### src/rtl/multi_ff_bank.sv
// Run-time configurable D/T/JK/SR flip-flop bank with enable,
// registered complementary outputs, change flags and sticky SR error.
module multi_ff_bank #(
    parameter int               WIDTH     = 8,
    parameter logic [WIDTH-1:0] RESET_VAL = {WIDTH{1'b0}}
) (
    input  logic             clk,
    input  logic             rst_n,
    input  logic             en,
    input  logic [1:0]       mode,
    input  logic [WIDTH-1:0] a,
    input  logic [WIDTH-1:0] b,
    input  logic             err_clr,
    output logic [WIDTH-1:0] q,
    output logic [WIDTH-1:0] q_n,
    output logic [WIDTH-1:0] toggled,
    output logic             sr_err
);

    localparam logic [1:0] MODE_D  = 2'b00;
    localparam logic [1:0] MODE_T  = 2'b01;
    localparam logic [1:0] MODE_JK = 2'b10;
    localparam logic [1:0] MODE_SR = 2'b11;

    logic [WIDTH-1:0] q_q, q_d;
    logic [WIDTH-1:0] q_n_q, q_n_d;
    logic [WIDTH-1:0] toggled_q, toggled_d;
    logic             sr_err_q, sr_err_d;
    logic [WIDTH-1:0] q_next;
    logic             sr_set;

    always_comb begin
        q_next = q_q;
        unique case (mode)
            MODE_D:  q_next = a;
            MODE_T:  q_next = q_q ^ a;
            MODE_JK: q_next = (a & ~q_q) | (~b & q_q);
            // S=R=1 falls into the hold term, keeping the bit unchanged
            MODE_SR: q_next = (a & ~b) | (q_q & ~(a ^ b));
        endcase

        q_d       = en ? q_next : q_q;
        q_n_d     = ~q_d;
        toggled_d = q_d ^ q_q;

        sr_set = en && (mode == MODE_SR) && (|(a & b));
        if (sr_set) begin
            sr_err_d = 1'b1;
        end else if (err_clr) begin
            sr_err_d = 1'b0;
        end else begin
            sr_err_d = sr_err_q;
        end
    end

    always_ff @(posedge clk) begin
        if (!rst_n) begin
            q_q       <= RESET_VAL;
            q_n_q     <= ~RESET_VAL;
            toggled_q <= '0;
            sr_err_q  <= 1'b0;
        end else begin
            q_q       <= q_d;
            q_n_q     <= q_n_d;
            toggled_q <= toggled_d;
            sr_err_q  <= sr_err_d;
        end
    end

    assign q       = q_q;
    assign q_n     = q_n_q;
    assign toggled = toggled_q;
    assign sr_err  = sr_err_q;

endmodule

### config.mk
export PLATFORM = sky130hd
export DESIGN_NAME = multi_ff_bank
export DESIGN_NICKNAME = d
export VERILOG_FILES = /design/src/rtl/multi_ff_bank.sv
export SDC_FILE = /design/constraint.sdc
export NUM_CORES = 1
export LEC_CHECK = 0
export CORE_UTILIZATION = 55
export DETAILED_ROUTE_END_ITERATION = 10
export DONT_BUFFER_PORTS = 1
export PLACE_DENSITY = 0.7
export REMOVE_ABC_BUFFERS = 1
export SLEW_MARGIN = 20
export SYNTH_ARGS = -nofsm -noshare
export SYNTH_HDL_FRONTEND = slang
export SYNTH_SLANG_ARGS = --single-unit
### constraint.sdc
create_clock -name clk -period 1.7 [get_ports clk]
set_input_delay 0.425 -clock clk [delete_from_list [all_inputs] [get_ports clk]]
set_output_delay 0.425 -clock clk [all_outputs]
set_load 0.05 [all_outputs]
---- Yosys cells after proc, flatten, opt, wreduce, memory -nomap -nowiden ----
Cells that the tools add are included.
operators by class
  eq/ne operators ......................... 3
  multiplexer cells ....................... 4
  bitwise operators ....................... 14
  reduce and logical (&&, ||, !) cells .... 5
operators by type and width
  operator                                             number
  AND 8 bit                                            5
  inverter 8 bit                                       4
  case mux 8 bit (4 select lines)                      1
  XOR 8 bit                                            3
  OR 8 bit                                             2
  two-way mux 8 bit                                    1
  OR reduction 8 bit                                   1
  equality test 2 bit, second input constant           2
  equality test 2 x 1 -> 1 bit, second input constant  1
  logical AND 1 bit                                    2
  zero test 2 bit                                      1
  two-way mux 1 bit                                    2
  nonzero test 2 bit                                   1
storage, ports and cells
  register bits ........................... 25
  input bits .............................. 22
  output and inout port bits .............. 25
  logic and storage cells ................. 30

---- Depth between registers and ports, before layout ----
Gate-level depths: netlist of the first run.
  word-level depth ........................ 7
  depth in mapped cells ................... 6
  depth with buffers taken out ............ 6

---- Least setup slack after synthesis of the first run ----
No wires, ideal clock.
  path type ............................... register to register
  start ................................... register with a tool-made name
  end ..................................... register toggled_q[6], in the netlist toggled[6]
  setup time .............................. 0.115 ns
  arrival ................................. 1.342 ns
  data required time ...................... 1.585 ns
  setup slack ............................. 0.243 ns
  cell stages (with the launch flop) ...... 5
  buffers on the path ..................... 0
  clock period less this slack ............ 1.457 ns
  path through ............................ dfxtp_1 > maj3_2 > o22ai_2 > mux2i_1 > and2_1
RTL lines
  what                    line  text
  end signal: assignment  65    toggled_q <= toggled_d;
  end: declaration        27    logic [WIDTH-1:0] toggled_q, toggled_d;

==> results of run 1 <==
==> layout by cell type (no fill, tap or decap), drive strengths merged <==
cell / instances
a21boi: 1
a21oi: 4
a22o: 6
a22oi: 2
a31oi: 2
a32o: 4
a32oi: 5
and2: 4
buf: 9
clkbuf: 4
dfxtp: 25
ha: 16
inv: 11
maj3: 1
mux2i: 8
nand2: 8
nand2b: 9
nand3: 7
nor2: 3
nor2b: 15
nor4: 2
o21a: 2
o21ai: 9
o221ai: 2
o22a: 1
o22ai: 1
o2bb2ai: 1
o32a: 6
or2: 1
==> per-stage QoR <==
stage / power [uW] / cells / setup slack (ns) / hold slack (ns)
2_1_floorplan: 1010 / 156 / 0.2428 / 0.5012
3_3_place_gp: 1067 / 195 / 0.2642 / 0.4909
3_5_place_dp: 1080 / 195 / 0.2265 / 0.4994
4_1_cts: 1343 / 199 / 0.2722 / 0.1785
5_1_grt: 1399 / 199 / 0.2100 / 0.1668
6_report: 1330 / 199 / 0.2881 / 0.1870
==> where the power goes <==
part / internal (uW) / switching, uW
Combinational: 134 / 169
Sequential: 631 / 130
Clock: 91.5 / 174
==> worst reg2reg max path: stages (launching register included) <==
cell     delay [ns]
dfxtp_1        0.36
maj3_2         0.32
o22ai_2        0.17
mux2i_1        0.20
and2_1         0.13
==> layout make-up <==
class | instances | area share (%)
multi-input cells | 120 | 58.17
flip-flops and latches | 25 | 30.53
repair buffers | 9 | 4.886
inverters | 11 | 2.519
well taps | 30 | 2.290
clock buffers | 4 | 1.603
==> cells in the mapped netlist <==
cell type,n
dfxtp_1,25
ha_1,16
nor2b_1,15
inv_1,11
nand2b_1,9
mux2i_1,8
nand2_1,8
nand3_1,7
o21ai_0,7
a22o_1,6
o32a_1,6
a32oi_1,5
a21oi_1,4
a32o_1,4
buf_6,4
and2_1,3
buf_2,3
clkbuf_1,3
nor2_1,3
a22oi_1,2
a31oi_2,2
nor4_1,2
o21a_1,2
o21ai_2,2
o221ai_1,2
a21boi_2,1
and2_4,1
maj3_2,1
o22a_1,1
o22ai_2,1
o2bb2ai_2,1
or2_2,1
==> how the worst max path moves through the flow <==
stage | from | to | slack [ns] | cells past startpoint
5_1_grt | register | q[1] | 0.21 | 1
6_report | register | q[1] | 0.29 | 1
3_5_place_dp | b[7] | register | 0.23 | 6
3_3_place_gp | b[2] | q_n[2]$_SDFF_PN1_ | 0.26 | 6
2_1_floorplan | register | toggled[6]$_SDFF_PN0_ | 0.24 | 4
4_1_cts | register | q[1] | 0.27 | 1
==> cells by family after synthesis <==
group,after synthesis,synth area share [%]
fa+ha+maj,17,13.50
mux,8,5.112
flops,25,31.95
simple gates,49,17.41
buf+inv,21,7.188
compound gates,46,24.84
==> routing by layer <==
layer  wire length [um]  up-vias  track usage (%)  share of wire [%]
met1               1402      579            26.20                 43
met3                207        5            5.386                6.4
met4                 32        0            7.500               0.99
met5                  0        -                0                  0
met2               1590       41            35.46                 49
li1                   -      610                -                  -
==> summary.txt, run 1 <==
RSZ-0062 raised after global routing -> false
Fillcell total -> 227
Crit path max-delay family -> flip-flops
Dpl cell area -> 1613 um2
Post-synthesis cell count -> 166
Via count -> 1235
Hold Vio Cnt, Final -> 0
Slew @ Worst Pin -> 0.5069 ns
Routed length per instance -> 16.25 um
First-pass GRT wire length -> 5250 um
Die area -> 3066 um2
Post-Synthesis Cell Area -> 1567 um2
Die H -> 55.37 um
Area added between synthesis and finish -> 4.632%
Crit start category -> register
Gr ovfl total -> 0
Clock Sinks -> 25
Maximum VDD drop -> 0.5570 mV
Max Clk Rate -> 708.2 MHz
Initial core utilization -> 60.48%
Post-DRT Antenna Nets -> 0
Gpl congestion -> 0.7574
Reg2reg end -> toggled[6]$_SDFF_PN0_
Worst-path clk slew -> 0.14 ns
Leading area contributor after synthesis -> dfxtp_1
Hold depth -> 1
Register area share after synthesis -> 31.95%
Crit path DAT -> 0.99 ns
Status -> complete, no violations
Hold Path Origin -> rst_n
Largest net degree at the start of global routing -> 23
Leak -> 0.0006855 uW
Register area -> 500.5 um2
Worst skew pair latency -> 0.31 ns
H-tree depth -> 1
CTS Buf Count -> 3
Worst path bufs/invs -> 1
R2R setup slack -> 0.48 ns
Clock skew -> 0.003232 ns
Final wirelength -> 3234 um
Power Density -> 811.7 nW/um2
Routed vias/inst -> 6.206
Tightest Hold Check Type -> in2reg
Netlist cell types -> 32
Slew Limit Fails -> 0
Worst path required time -> 1.27 ns
Top cells by area, synth -> dfxtp_1, ha_1, nor2b_1
Fin crit share -> 83.06%
DRC -> 0
Vias in the first global route -> 1150
Core box area -> 2590 um2
Hold-fix buffers, CTS -> 0
Critical Path, Cell by Cell -> buf_4
Initial DRC count -> 22
Antenna violations before repair -> 0
CTS root buffer -> clkbuf_4
Final setup fails -> 0
Synth Area per Inst -> 9.437 um2
Drt pass-1 iters -> 4
Worst reg2reg path depth -> 4
Diode count -> 0
I/O Pins -> 47
Crit path largest cell delay -> 0.44 ns
Port bufs -> 0
Resized cells post-CTS -> 0
Total GRT Usage -> 21.17%
CP Max Fanout -> 6
Warnings from Yosys -> 0
Worst Setup End Kind -> output pin
Nets -> 208
Cell area after layout -> 1639 um2
Fin util -> 63.29%
HPWL after detailed placement -> 2400 um
Max-cap violations -> 0
FF+latch count, synth -> 25
Die Wd -> 55.37 um
Post-CTS Setup Bufs -> 0
Minimum clock period -> 1.412 ns
Area of the multi-input gates -> 953.4 um2
Slowest cell on crit path -> dfxtp_1
Rel. slew slack -> 66.16%
CTS tree -> done
Synth top area share -> 31.95%
FP Rows -> 18
CTS Buffer Depth -> 2
Kind of critical path -> reg2out
Total negative slack -> 0 ns
Hold endpoint -> q_n[2]$_SDFF_PN1_
Fraction of layout cells with a size suffix above 1 -> 13.02%
Note: power is estimated with default switching activity, not from simulation.
==> inputs of run 2 (changes only) <==
==> constraint.sdc (replaced) <==
create_clock -name clk -period 1.3 [get_ports clk]
set_input_delay 0.325 -clock clk [delete_from_list [all_inputs] [get_ports clk]]
set_output_delay 0.325 -clock clk [all_outputs]
set_load 0.05 [all_outputs]
==> summary.txt, run 2 (synthesis results as in run 1) <==
Area added between synthesis and finish -> 7.348%
Clock Sinks -> 25 (unchanged)
Antenna violations before repair -> 0 (unchanged)
CTS Buf Count -> 3 (unchanged)
Switching share of power -> 35.12% (-0.48 points)
FP Rows -> 18 (unchanged)
Slew @ Worst Pin -> 0.4679 ns (-0.03907 ns)
Internal power -> 1136 uW (+33%)
First-pass GRT wire length -> 5533 um (+5.4%)
Max Clk Rate -> 788.2 MHz
Final wirelength -> 3234 um (unchanged)
Routed length per instance -> 16.01 um (-1.5%)
CTS root buffer -> clkbuf_4
Most frequent cells in the layout -> dfxtp_2, ha_1, nor2b_1, inv_1, buf_4
CTS tree -> done
Fraction of power consumed by sequential logic -> 57.3% (about the same)
Diode count -> 0 (unchanged)
Port bufs -> 0 (unchanged)
CP Max Fanout -> 1 (-5)
Total negative slack -> 0 ns (unchanged)
Cell area after layout -> 1682 um2 (+2.6%)
Via count -> 1256 (+1.7%)
Dpl cell area -> 1623 um2 (+0.62%)
Worst-path clk slew -> 0.12 ns (-0.02 ns)
Tightest Hold Check Type -> in2reg
Die Wd -> 55.37 um (unchanged)
Post-Layout Cell Count -> 202 (+1.5%)
Commonest non-fill, non-tap cell in the layout -> dfxtp_2
Kind of critical path -> reg2out
Largest net degree at the start of global routing -> 23 (unchanged)
Status -> complete, no violations
Drt pass-1 iters -> 4 (unchanged)
Gr ovfl total -> 0 (unchanged)
Psw -> 614.9 uW (+30%)
Worst path required time -> 0.98 ns (-0.29 ns)
Die area -> 3066 um2 (unchanged)
Clock skew -> 0.002094 ns (-0.001138 ns)
I/O Pins -> 47 (unchanged)
Leak -> 0.0006984 uW (+1.9%)
Vias in the first global route -> 1213 (+5.5%)
Crit path DAT -> 0.94 ns (-0.05 ns)
Maximum VDD drop -> 0.8055 mV (+45%)
Gpl congestion -> 0.8073 (+6.6%)
Fin crit share -> 97.59%
Die H -> 55.37 um (unchanged)
Hold Vio Cnt, Final -> 0 (unchanged)
Initial DRC count -> 31 (+41%)
Final setup fails -> 0 (unchanged)
Worst Setup End Kind -> output pin
Rel. slew slack -> 68.77% (+2.6 points)
Part of the power in the clock network -> 19.3% (-0.7 points)
Minimum clock period -> 1.269 ns
CTS Buffer Depth -> 2 (unchanged)
Post-CTS Setup Bufs -> 0 (unchanged)
Crit start category -> register
Max-cap violations -> 0 (unchanged)
Power Density -> 1041 nW/um2 (+28%)
Fraction of layout cells with a size suffix above 1 -> 24.42% (+11 points)
Share of total power in combinational logic -> 23.4% (+0.6 points)
HPWL after detailed placement -> 2441 um (+1.7%)
Initial core utilization -> 60.48% (unchanged)
DRC -> 0 (unchanged)
Cells after DPL -> 198 (+1.5%)
Routed vias/inst -> 6.218 (+0.19%)
Post-DRT Antenna Nets -> 0 (unchanged)
Slew Limit Fails -> 0 (unchanged)
Nets -> 211 (+1.4%)
Core box area -> 2590 um2 (unchanged)
Fillcell total -> 223 (-1.8%)
Total GRT Usage -> 22.17% (+1.0 points)
H-tree depth -> 1 (unchanged)
Fin Hold WS -> 0.08318 ns (-0.1039 ns)
Worst skew pair latency -> 0.31 ns (about the same)
Fin util -> 64.93% (+1.6 points)
==> run 2: changes by cell type in the layout (fill, tap and decap cells not counted) <==
cell and change:
dfxtp_1 -17, dfxtp_2 +17, buf_4 +3, buf_12 -1
buf_6 +1, o22ai_2 -1, o22ai_4 +1
==> run 2: repair_timing <==
action | in CTS | in global routing
hold buffers | 0 | 0
cloned | 0 | 0
setup endpoints to repair | 2 | 17
pin swaps | 0 | 1
resized for setup | 2 | 17
==> run 2: layout make-up <==
cell class,instances,area [um2],share of cell area [%]
sequential,25,521.8,31.03
inverter,11,41.29,2.455
tap,30,37.54,2.232
multi-input combinational,120,960.9,57.14
timing repair buffer,12,93.84,5.580
clock buffer,4,26.28,1.563
==> run 2: worst paths after layout <==
path / start / to / slack (ns) / cells past startpoint
min reg2reg: register / toggled[4]$_SDFF_PN0_ / 0.53 / 2
max: q_n[6]$_SDFF_PN1_ / q_n[6] / 0.03 / 0
min: rst_n / q_n[2]$_SDFF_PN1_ / 0.08 / 1
max reg2reg: register / toggled[6]$_SDFF_PN0_ / 0.08 / 4
==> run 2: power by group through the flow <==
stage	clock network, uW	registers (uW)	logic (uW)
6_report	338	1000	410
5_1_grt	375	1010	455
4_1_cts	352	994	406
3_5_place_dp	0	1010	404
3_3_place_gp	0	1010	391
2_1_floorplan	0	1080	238
==> run 2: metal layers <==
layer	vias to the layer above	part of all wire, %	global-route usage (%)
met5	-	0	0
met4	0	0.46	7.143
met3	2	5.8	4.684
met2	35	49	37.35
met1	604	45	28.13
li1	615	-	-
==> run 2: stage by stage <==
| step | setup WS (ns) | power [uW] |
|---|---|---|
| 3_3_place_gp | -0.03150 | 1400 |
| 4_1_cts | 0.003173 | 1752 |
| 5_1_grt | -0.006477 | 1840 |
| 6_report | 0.03136 | 1751 |
| 2_1_floorplan | -0.1572 | 1321 |
| 3_5_place_dp | -0.06506 | 1415 |
==> RTL edit (flow settings as in run 2) <==
Change the parameter `WIDTH` from 8 to 12.
--- a/src/rtl/multi_ff_bank.sv
+++ b/src/rtl/multi_ff_bank.sv
@@ -1,7 +1,7 @@
 // Run-time configurable D/T/JK/SR flip-flop bank with enable,
 // registered complementary outputs, change flags and sticky SR error.
 module multi_ff_bank #(
-    parameter int               WIDTH     = 8,
+    parameter int               WIDTH     = 12,
     parameter logic [WIDTH-1:0] RESET_VAL = {WIDTH{1'b0}}
 ) (
     input  logic             clk,
Ports: changed (5 resized); port bits go from 47 to 67. No check against the original RTL was run, so the function may have changed too.
==> RTL edit against run 2 <==
Setup slack lost 0.0017 ns. Via count grew 50%. Sequential cell count grew 12. Clock power grew 140%. Area after synthesis grew 46%. Register-to-register slack lost 0.05 ns. Critical path depth grew 2. Power grew 68%. Routed wire length grew 59%. Design area grew 58%. Critical endpoint is now q[3]. Highest routed layer unchanged.
==> RTL edit: results (changes against run 2) <==
* PnR worst setup slack at 0.0297 ns (-0.00165 ns)
* Yosys warns at 0 (unchanged)
* Placed insts at 311 (+57%)
* Peak VDD IR at 0.718 mV (-11%)
* Worst-Skew Late Latency at 0.28 ns (-0.03 ns)
* Ys async rst share at 0% (unchanged)
* GRT busiest layer: met2
* Vias per cell at 5.93 (-4.6%)
* Worst Hold Class: input port to register
* Min-Delay Startpoint: rst_n
* Port bufs at 0 (unchanged)
* Antenna cells at 0 (unchanged)
* Clock Tree Buf Depth at 2 (unchanged)
* Count of final setup violators at 0 (unchanged)
* Lkg Pwr at 0.00111 µW (+59%)
* # H-tree levels at 2 (+1)
* DR WL met2 at 2.43 mm (+53%)
* GRT Util Overall at 25.1% (+3.0 points)
* Final GP Congestion at 0.769 (-4.7%)
* DP HPWL at 3.62 mm (+48%)
* Status: complete, no violations
* CP max FO at 4 (+3)
* Startpoint types: register
* Crit path DAT at 0.95 ns
* M2 GR Usage at 43.8% (+6.5 points)
* Metal-1 WL at 2.36 mm (+64%)
* WHS Path Cells at 1 (unchanged)
* DR WL/cell at 16.1 µm (+0.82%)
* Clk slew on worst S/H paths at 0.07 ns (-0.05 ns)
* GR Util met1 at 29.8% (+1.6 points)
* M3 GR Usage at 6.34% (+1.7 points)
* Pin count of the biggest net entering global routing at 40 (+74%)
* Worst reg2reg path depth at 4 (unchanged)
* CTS buffer count at 5 (+2)
* Vias in the first global route at 1871 (+54%)
* Top Layer Used: met4
* Post_cts resized at 0 (-2)
* Clk_skew at 0.00170 ns (-0.000392 ns)
* Post-route setup TNS at 0 ns (unchanged)
* DR WL met3 at 283 µm (+51%)
* DP Area at 2510 µm² (+55%)
* Layout cells sized above 1 at 23.1% (-1.3 points)
* Rel. slew slack at 67.7% (-1.0 points)
* WHS at 0.117 ns (+0.0335 ns)
* Dpl ws at -0.181 ns (-0.116 ns)
* Pre-antenna DRT Iters at 4 (unchanged)
* Sequential fraction of the synthesis area at 32.3% (+0.33 points)
* Clock Root Buffer: clkbuf_8
* Antenna violations before repair at 0 (unchanged)
* Mapped Cells at 244 (+47%)
* Top area cells in the synthesized netlist: dfxtp_1 (32%), ha_1 (13%), inv_1 (4.6%)
* Unique masters post-synth at 41 (+28%)
* Global-route wire length before repair at 8.47 mm (+53%)
* Non-filler instance count after layout at 318 (+57%)
* Iter 0 DRT Violations at 78 (+150%)
* Post-CTS Setup Bufs at 0 (unchanged)
* Most frequent cells after synthesis: dfxtp_1 (37), inv_1 (28), ha_1 (24), o21a_1 (14), nand2_1 (12)
RTL edit: layout make-up:
cell class,count,area (µm²)
Clock buffer,7,86.3
Fill cell,328,1350
Inverter,28,105
Multi-Input combinational cell,164,1410
Sequential cell,37,742
Tap cell,50,62.6
Timing Repair Buffer,32,248
RTL edit: critical path, stage by stage (launching register included):
cell and delay [ns]:
dfxtp_1 0.34, buf_4 0.13, buf_4 0.19
RTL edit: cell families after synthesis:
| logic type | synth area share (%) |
|---|---|
| compound gates | 29.1 |
| simple gates | 11.8 |
| buf+inv | 8.45 |
| flops | 32.3 |
| mux | 0.436 |
| fa+ha+maj | 17.9 |
RTL edit: path summary, 6_finish.rpt:
check / endpoint
max: q[3]
min: q_n[11]
max reg2reg: toggled[1]
min reg2reg: toggled[7]
RTL edit: power breakdown:
part	internal (µW)	switching, µW	leakage [µW]	total, µW
registers	1220	237	0.000306	1460
logic	295	371	0.000761	666
clock network	421	397	0.0000443	817
